===== src/rtl/dma_pkg.sv =====
// Shared definitions for the DMA device-side arbiter: FSM state encoding and device-count limits.
// State names are ASCII-encoded when SIM is defined, so waveforms show them as readable text.
package dma_pkg;

  localparam int NUM_DEV_MIN = 2;
  localparam int NUM_DEV_MAX = 8;

`ifdef SIM
  typedef enum logic [55:0] {
    IDLE    = 56'("IDLE"),
    BUSY    = 56'("BUSY"),
    RELEASE = 56'("RELEASE")
  } arb_state_e;
`else
  typedef enum logic [1:0] {
    IDLE    = 2'd0,
    BUSY    = 2'd1,
    RELEASE = 2'd2
  } arb_state_e;
`endif

endpackage


===== src/rtl/rr_picker.sv =====
// Combinational winner selection: one-hot grant and index from a request vector.
// Round-robin starts at start_i; with DMA_ARB_FIXED_PRIO_EN the lowest index always wins.
module rr_picker #(
  parameter int NUM_DEV   = 4,
  parameter int DEV_IDX_W = 2
) (
  input  logic [NUM_DEV-1:0]   req_i,
`ifndef DMA_ARB_FIXED_PRIO_EN
  input  logic [DEV_IDX_W-1:0] start_i,
`endif
  output logic [NUM_DEV-1:0]   gnt_o,
  output logic [DEV_IDX_W-1:0] idx_o,
  output logic                 valid_o
);

  int                   cand;
  logic [DEV_IDX_W-1:0] candIdx;

  always_comb begin
    gnt_o   = '0;
    idx_o   = '0;
    valid_o = 1'b0;
    cand    = 0;
    candIdx = '0;
    for (int k = 0; k < NUM_DEV; k++) begin
`ifdef DMA_ARB_FIXED_PRIO_EN
      cand = k;
`else
      // Walk forward from the start index, wrapping at NUM_DEV.
      cand = int'(start_i) + k;
      if (cand >= NUM_DEV) cand = cand - NUM_DEV;
`endif
      candIdx = DEV_IDX_W'(cand);
      if (!valid_o && req_i[candIdx]) begin
        valid_o        = 1'b1;
        idx_o          = candIdx;
        gnt_o[candIdx] = 1'b1;
      end
    end
  end

endmodule


===== src/rtl/dma_dev_arbiter.sv =====
// Shares the single dma_controller device port among NUM_DEV requesters; a grant is held until end_flag.
// Round-robin by default; defining DMA_ARB_FIXED_PRIO_EN selects fixed lowest-index priority.
module dma_dev_arbiter
  import dma_pkg::*;
#(
  parameter int ADD_LEN   = 16,
  parameter int DATA_LEN  = 16,
  parameter int NUM_DEV   = 4,
  parameter int DEV_IDX_W = 2
) (
  input  logic                           clk,
  input  logic                           reset,
  input  logic [NUM_DEV-1:0]             dev_rqst,
  input  logic [NUM_DEV-1:0]             dev_rd_wr,
  input  logic [NUM_DEV*ADD_LEN-1:0]     dev_num_words,
  input  logic [NUM_DEV*(ADD_LEN+1)-1:0] dev_start_addr,
  input  logic [NUM_DEV-1:0]             dev_ack_in,
  input  logic [NUM_DEV*DATA_LEN-1:0]    dev_data_in,
  output logic [NUM_DEV-1:0]             dev_dma_ack,
  output logic [NUM_DEV-1:0]             dev_end_flag,
  output logic [DATA_LEN-1:0]            dev_data_out,
  output logic [NUM_DEV-1:0]             dev_grant,
  output logic                           arb_busy,
  output logic                           dma_rqst,
  output logic                           dma_rd_wr,
  output logic [ADD_LEN-1:0]             dma_num_words,
  output logic [ADD_LEN:0]               dma_start_addr,
  output logic                           dma_dev_ack,
  output logic [DATA_LEN-1:0]            dma_dev_in,
  input  logic                           dma_ack,
  input  logic                           dma_end_flag,
  input  logic [DATA_LEN-1:0]            dma_dev_out
);

  arb_state_e           state_q, state_d;
  logic [DEV_IDX_W-1:0] cur_q, cur_d;
  logic [NUM_DEV-1:0]   grant_q, grant_d;
  logic [NUM_DEV-1:0]   pickGnt;
  logic [DEV_IDX_W-1:0] pickIdx;
  logic                 pickValid;
  logic                 busy;

`ifndef DMA_ARB_FIXED_PRIO_EN
  logic [DEV_IDX_W-1:0] last_q, last_d;
  logic [DEV_IDX_W-1:0] startIdx;

  // Search begins one past the last winner; reset value makes device 0 win first.
  always_comb begin
    startIdx = (last_q == DEV_IDX_W'(NUM_DEV-1)) ? '0 : last_q + 1'b1;
    last_d   = (state_q == IDLE && pickValid) ? pickIdx : last_q;
  end

  always_ff @(posedge clk or negedge reset) begin
    if (!reset) last_q <= DEV_IDX_W'(NUM_DEV-1);
    else        last_q <= last_d;
  end

  rr_picker #(.NUM_DEV(NUM_DEV), .DEV_IDX_W(DEV_IDX_W)) u_picker (
    .req_i   (dev_rqst),
    .start_i (startIdx),
    .gnt_o   (pickGnt),
    .idx_o   (pickIdx),
    .valid_o (pickValid)
  );
`else
  rr_picker #(.NUM_DEV(NUM_DEV), .DEV_IDX_W(DEV_IDX_W)) u_picker (
    .req_i   (dev_rqst),
    .gnt_o   (pickGnt),
    .idx_o   (pickIdx),
    .valid_o (pickValid)
  );
`endif

  always_ff @(posedge clk or negedge reset) begin
    if (!reset) begin
      state_q <= IDLE;
      cur_q   <= '0;
      grant_q <= '0;
    end else begin
      state_q <= state_d;
      cur_q   <= cur_d;
      grant_q <= grant_d;
    end
  end

  // RELEASE holds dma_rqst low so the controller cannot re-trigger on a stale request.
  always_comb begin
    state_d = state_q;
    cur_d   = cur_q;
    grant_d = grant_q;
    unique case (state_q)
      IDLE: begin
        if (pickValid) begin
          state_d = BUSY;
          cur_d   = pickIdx;
          grant_d = pickGnt;
        end
      end
      BUSY: begin
        if (dma_end_flag) begin
          state_d = RELEASE;
          grant_d = '0;
        end
      end
      RELEASE: state_d = IDLE;
      default: begin
        state_d = IDLE;
        grant_d = '0;
      end
    endcase
  end

  assign busy      = (state_q == BUSY);
  assign arb_busy  = busy;
  assign dev_grant = grant_q;

  // Descriptor and handshakes pass through combinationally from the granted device.
  always_comb begin
    dma_rqst       = 1'b0;
    dma_rd_wr      = 1'b0;
    dma_num_words  = '0;
    dma_start_addr = '0;
    dma_dev_ack    = 1'b0;
    dma_dev_in     = '0;
    dev_dma_ack    = '0;
    dev_end_flag   = '0;
    dev_data_out   = dma_dev_out;
    if (busy) begin
      dma_rqst             = 1'b1;
      dma_rd_wr            = dev_rd_wr[cur_q];
      dma_num_words        = dev_num_words[int'(cur_q)*ADD_LEN +: ADD_LEN];
      dma_start_addr       = dev_start_addr[int'(cur_q)*(ADD_LEN+1) +: ADD_LEN+1];
      dma_dev_ack          = dev_ack_in[cur_q];
      dma_dev_in           = dev_data_in[int'(cur_q)*DATA_LEN +: DATA_LEN];
      dev_dma_ack[cur_q]   = dma_ack;
      dev_end_flag[cur_q]  = dma_end_flag;
    end
  end

endmodule


===== config.mk =====
export PLATFORM = sky130hd
export DESIGN_NAME = dma_dev_arbiter
export DESIGN_NICKNAME = d
export VERILOG_FILES = /design/src/rtl/dma_pkg.sv /design/src/rtl/rr_picker.sv /design/src/rtl/dma_dev_arbiter.sv
export SDC_FILE = /design/constraint.sdc
export NUM_CORES = 1
export LEC_CHECK = 0
export BUFFER_PORTS_ARGS = -buffer_cell sky130_fd_sc_hd__buf_2
export CORE_AREA = 2 2 121 123
export CTS_CLUSTER_DIAMETER = 200
export DETAILED_ROUTE_END_ITERATION = 7
export DIE_AREA = 0 0 123 125
export GPL_TIMING_DRIVEN = 0
export PLACE_DENSITY = 0.59
export SLEW_MARGIN = 20
export SYNTH_ARGS = -nofsm -noshare
export SYNTH_HDL_FRONTEND = slang
export SYNTH_SLANG_ARGS = --single-unit

===== constraint.sdc =====
create_clock -name clk -period 6 [get_ports clk]
set_input_delay 0 -clock clk [delete_from_list [all_inputs] [get_ports clk]]
set_output_delay 0 -clock clk [all_outputs]
set_load 0.01 [all_outputs]

; Yosys cells after proc, flatten, opt, wreduce, memory -nomap -nowiden
; Index checks and enable logic that the tools add are counted.
[totals]
in_bits = 228
output_inout_bits = 81
wordCells = 110
reg_bits = 10
[classes]
order_cmp = 14
n_reduce_logical = 16
eq_ne = 5
mul = 1
n_addsub = 8
mux = 53
n_shift = 3
n_bitwise = 6
[op_table]
columns = op, count
row1 = indexed part select 64 x 7 -> 16 bit, 2
row2 = indexed part select 68 x 8 -> 17 bit, 1
row3 = 2-to-1 mux 16 bit, 2
row4 = 2-to-1 mux 4 bit, 8
row5 = 2-to-1 mux 2 bit, 11
row6 = 2-to-1 mux 1 bit, 18
row7 = 2-to-1 mux 17 bit, 1
row8 = "less-than comparator 2 x 3 -> 1 bit, second input constant", 5
row9 = binary-select mux 1 bit (select 2 bit), 6
row10 = bitwise OR 4 bit, 3
row11 = one-hot mux 4 bit (3 select lines), 1
row12 = demux 1 bit (select 2 bit), 5
row13 = ">= comparator 2 x 1 -> 1 bit, second input constant", 5
row14 = ">= comparator 3 bit, second input constant", 3
row15 = logical AND 1 bit, 9
row16 = AND 4 bit, 2
row17 = "subtractor 2 x 1 -> 2 bit, second input constant", 4
row18 = "multiplier 2 x 5 -> 7 bit, second input constant", 1
row19 = "adder 2 x 2 -> 3 bit, second input constant", 2
row20 = "== test 2 bit, second input constant", 2
row21 = one-hot mux 2 bit (2 select lines), 1
row22 = AND reduction 2 bit, 2
row23 = "adder 2 x 1 -> 3 bit, second input constant", 1
row24 = ">= comparator 2 x 3 -> 1 bit, second input constant", 1
row25 = 8 further kinds, 10

; Longest topological paths before layout
[logic_depth]
depth_word = 18
depth_mapped = 8
ltp_nobuf = 7

; Hierarchy
; Synthesis repeated with hierarchy kept, for this count alone.
[unflattened]
hier_cells = 295
area_unflattened_um2 = 2736.4
[modules_own_cells]
columns = module, area_each_um2, instances, seq_area_each_um2, cells_per_inst
row1 = dma_dev_arbiter, 2314.7, 1, 252.7, 250
row2 = rr_picker, 421.7, 1, 0.0, 45

; Least setup slack after synthesis
; OpenSTA, ideal clock, no wires.
[synth_timing]
path_kind = register to register
startpoint = register last_q[0]
endpoint = register grant_q[1] (netlist: dev_grant[1])
path_slack_ns = 3.593
path_stages_with_launch = 8
t_arrival_ns = 2.269
setup_time_ns = 0.138
n_path_buf = 0
required_ns = 5.862
synth_period_minus_slack_ns = 2.407
path_cell_list = dfstp_2 > inv_1 > ha_1 > nor2_1 > mux4_2 > nor2b_4 > a221oi_1 > a32oi_1
[synth_between]
elab_chain_cells = 18
elab_cells_between_ends = 67
cone_classes = 8 x add/sub / 12 x order compare / 2 x eq/ne / 31 x mux / 3 x bitwise / 11 x reduce/logical
[synth_rtl]
columns = item, line
row1 = "start, declared", dma_dev_arbiter.sv:44  ; logic [DEV_IDX_W-1:0] last_q, last_d;
row2 = "start signal, assigned", dma_dev_arbiter.sv:54  ; if (!reset) last_q <= DEV_IDX_W'(NUM_DEV-1);
row3 = "start signal, assigned", dma_dev_arbiter.sv:55  ; else last_q <= last_d;
row4 = adder 2 x 1 -> 2 bit / == test 2 bit (equally long branches), dma_dev_arbiter.sv:49  ; startIdx = (last_q == DEV_IDX_W'(NUM_DEV-1)) ? '0 : last_q + 1'b1;
row5 = 2-to-1 mux 2 bit *, dma_dev_arbiter.sv:49
row6 = branches (longest 16 deep; another with adder 2 x 1 -> 3 bit), -
row7 = "end signal, assigned", dma_dev_arbiter.sv:82  ; grant_q <= grant_d;
row8 = "end, declared", dma_dev_arbiter.sv:37  ; logic [NUM_DEV-1:0] grant_q, grant_d;
; Mark *: on every way between the ends. The select of a mux whose other input is x is not followed.
; A chain may end at the register's enable or synchronous reset.

; Final worst setup path
[layout_timing]
startpoint = register last_q[0]
endpoint = register grant_q[0] (netlist: dev_grant[0])
; Same word-level chain as after synthesis.

==> results.toml <==
[status]
outcome = "finished, final reports clean"

[power_and_ir_drop]
p_clk_share_pct = 6.4
intPower_mw = 1.03
power_frac_comb_pct = 86.6
power.share.sequential_pct = 7.0
p_leak_nw = 2.29
ir_drop_mv = 0.164
p_per_area_mw_per_mm2 = 453
sw_frac_of_total_pct = 49.6
p_total_mw = 2.04
switching_power_mw = 1.01

[die]
num_rows = 44
initial_core_util_pct = 19.2
die_x_um = 123
fp.dieH_um = 125
coreArea_mm2 = 0.0142
dieArea_mm2 = 0.0154
pin_count = 309

[detailed_routing]
drc = 0
dr_total_vias = 3407
wl_um = 15500
ant_nets = 0
post_drt_wl_per_cell_um = 21.2
firstDrtPassIters = 4
vias_per_cell = 4.65
first_iter_violations = 144

[finish]
fillers = 1525
multi_input_comb_area_mm2 = 0.00221
final_layout_size_suffix_gt1_share_pct = 70.1
nNetsFinal = 785
utilization_pct = 31.7
syn2layout_area_growth_pct = 65.4
antenna_cells = 0
stdcell_area_mm2 = 0.00450
regArea_um2 = 253

[clock_network]
cts.clk_slew.worst_paths_ns = 0.04
clk_path_buf_depth = 2
cts_tree = "yes"
clockRootBuffer = "clkbuf_16"
cts_setup_buffers = 0
cts.repair.resized = 0
cts_num_sinks = 10
cts_buffers = 3
ctsHoldBuffers = 1
htreeDepth = 1
clkLatencyLatePin_ns = 0.24

[global_routing]
grt.overflow.total = 0
grt_usage_pct = 18.5
grt_pass1_wl_um = 20600
grt_pass1_vias = 3342
grt_max_degree = 12
antenna_found_initial = 1

[placement]
routabilityCongestion = 0.859
post-dp-hpwl_um = 13900
dpl_worst_slack_ns = 3.27
dpl_cell_area_mm2 = 0.00441
port_buffers = 290

[synth]
ys.warnings.count = 0
ys_ff_latch = 10
ys_top_cells_by_area = "mux4_2 44%, and2_1 12%, dfrtp_1 7.3%, buf_4 4.7%, ha_1 3.7%"
synth.avg_cell_area_um2 = 10.8
synthesis.nets = 489
synth_top_area_cell = "mux4_2"
dominantRegCellSynth = "dfrtp_1"
synth.most_common_cell = "mux4_2"
ys_types = 40
yosysSeqAreaShare_pct = 9.28
synth_edf_count = 0
syn-instance-count = 253
synth_common_cells = "53 x mux4_2, 51 x and2_1, 17 x buf_4, 15 x nand2_1, 13 x nor2_1"
synthesis.area_mm2 = 0.00272
synth_top_area_share_pct = 43.8
synthArstFlopShare_pct = 100

[critical_path]
max_stage_delay_ns = 0.68
required_ns = 6.10
crit_type = "flip-flop to flip-flop"
crit_chain = "inv_1, ha_1, nor2_1, mux4_2, nor2b_4, a221oi_1, a32oi_1"
arrival_ns = 2.82
crit_path_max_fanout = 10
worst_setup_path_end_kind = "flip-flop"
startpoint_type = "flip-flop"
cp_slowest_cell = "dfstp_2"

[timing]
fin_ws_ns = 3.28
setup-violations-final = 0
fmax_mhz = 367
hold_violations = 0
maxSlewViolCount = 0
fin_crit_ns = 2.72
timing_worst_slew_pin_value_ns = 0.667
tns_ns = 0
fin_crit_sh_pct = 45.4
rsz0062_at_grt = "false"
slew-limit-headroom_pct = 55.6
skew_ns = 0.000232

[worst_hold_path]
hp-class = "input pin to flip-flop"

[flow_run]
drv_cap = 0
## path summary, 6_finish.rpt
check	start	cells past startpoint	to	slack (ns)
hold reg to reg	dev_grant[2]	2	dev_grant[2]	0.51
max in group asynchronous	reset	2	last_q[1]	5.60
min in group asynchronous	reset	2	dev_grant[3]	0.15
setup / recovery	last_q[0]	7	dev_grant[0]	3.28
setup reg to reg	last_q[0]	7	dev_grant[0]	3.28
hold / removal	dma_end_flag	2	state_q[0]	0.002
## logic make-up (layout without fill, tap and decap cells)
family          after synthesis  in the layout  share of synthesized area, %
mux                          61             61                          47.5
fa+ha+maj                     8              8                          3.67
flops                        10             10                          9.28
compound gates               34             34                          9.83
simple gates                 95             95                          20.3
buf+inv                      45            340                          9.42
## area by class of cell
type                    count  share of cell area [%]
multi-input cells         198                    49.2
repair buffers            291                    32.4
flip-flops and latches     10                    5.61
plain buffers              39                    5.19
well taps                 184                    5.11
clock buffers               4                    1.97
inverters                   6                   0.500
## placed cells by master (no fill, tap or decap), types with 2 or more instances in the layout
cell type    n
ha_1         8
mux4_2      53
and2_1      51
o21a_1       2
nand2b_1     4
mux2i_1      6
nor3b_1      3
nor3_1       3
buf_4       17
dfstp_2      2
nor2_1      13
a221oi_1     4
a32oi_1      4
buf_6        2
nand2_1     15
o21ai_0     11
a211oi_1     2
a21oi_1      2
clkbuf_1    12
inv_1        6
clkbuf_16    3
dfrtp_1      8
buf_2      297
## registers in the layout, summed over array words and instances, names as in the netlist
signal / cells
cur_q: 2
dev_grant: 4
last_q: 2
state_q: 2
## metal layers
metal / GRT usage (%) / vias up / part of all wire (%)
met1: 22.3 / 1606 / 37
met2: 29.2 / 231 / 45
met5: 0 / - / 0.12
li1: - / 1553 / -
met4: 2.54 / 2 / 0.80
met3: 10.7 / 15 / 17
## critical path: cells and delay by family (launching register included)
kind / cells / cell delay (ns)
AOI/OAI and AO/OA: 2 / 0.42
adders and majority gates: 1 / 0.33
buffers and inverters: 1 / 0.17
DFF: 1 / 0.68
muxes: 1 / 0.59
and+or+nand+nor: 2 / 0.40
## power groups by stage
| stage | Clock [mW] | Sequential (mW) | Combinational (mW) |
|---|---|---|---|
| 6_report | 0.131 | 0.143 | 1.77 |
| 5_1_grt | 0.135 | 0.151 | 1.93 |
| 4_1_cts | 0.132 | 0.146 | 1.80 |
| 3_5_place_dp | 0 | 0.147 | 1.79 |
| 3_3_place_gp | 0 | 0.145 | 1.80 |
| 2_1_floorplan | 0 | 0.142 | 1.15 |
## per-stage QoR
stage / cells / hold slack (ns)
after detailed placement: 727 / -0.131
after floorplan: 253 / -0.296
final: 732 / 0.00155
after global placement: 727 / -0.128
after CTS: 732 / 0.00977
after global routing: 732 / 0.0365
Power figures use the tool's default switching activity.
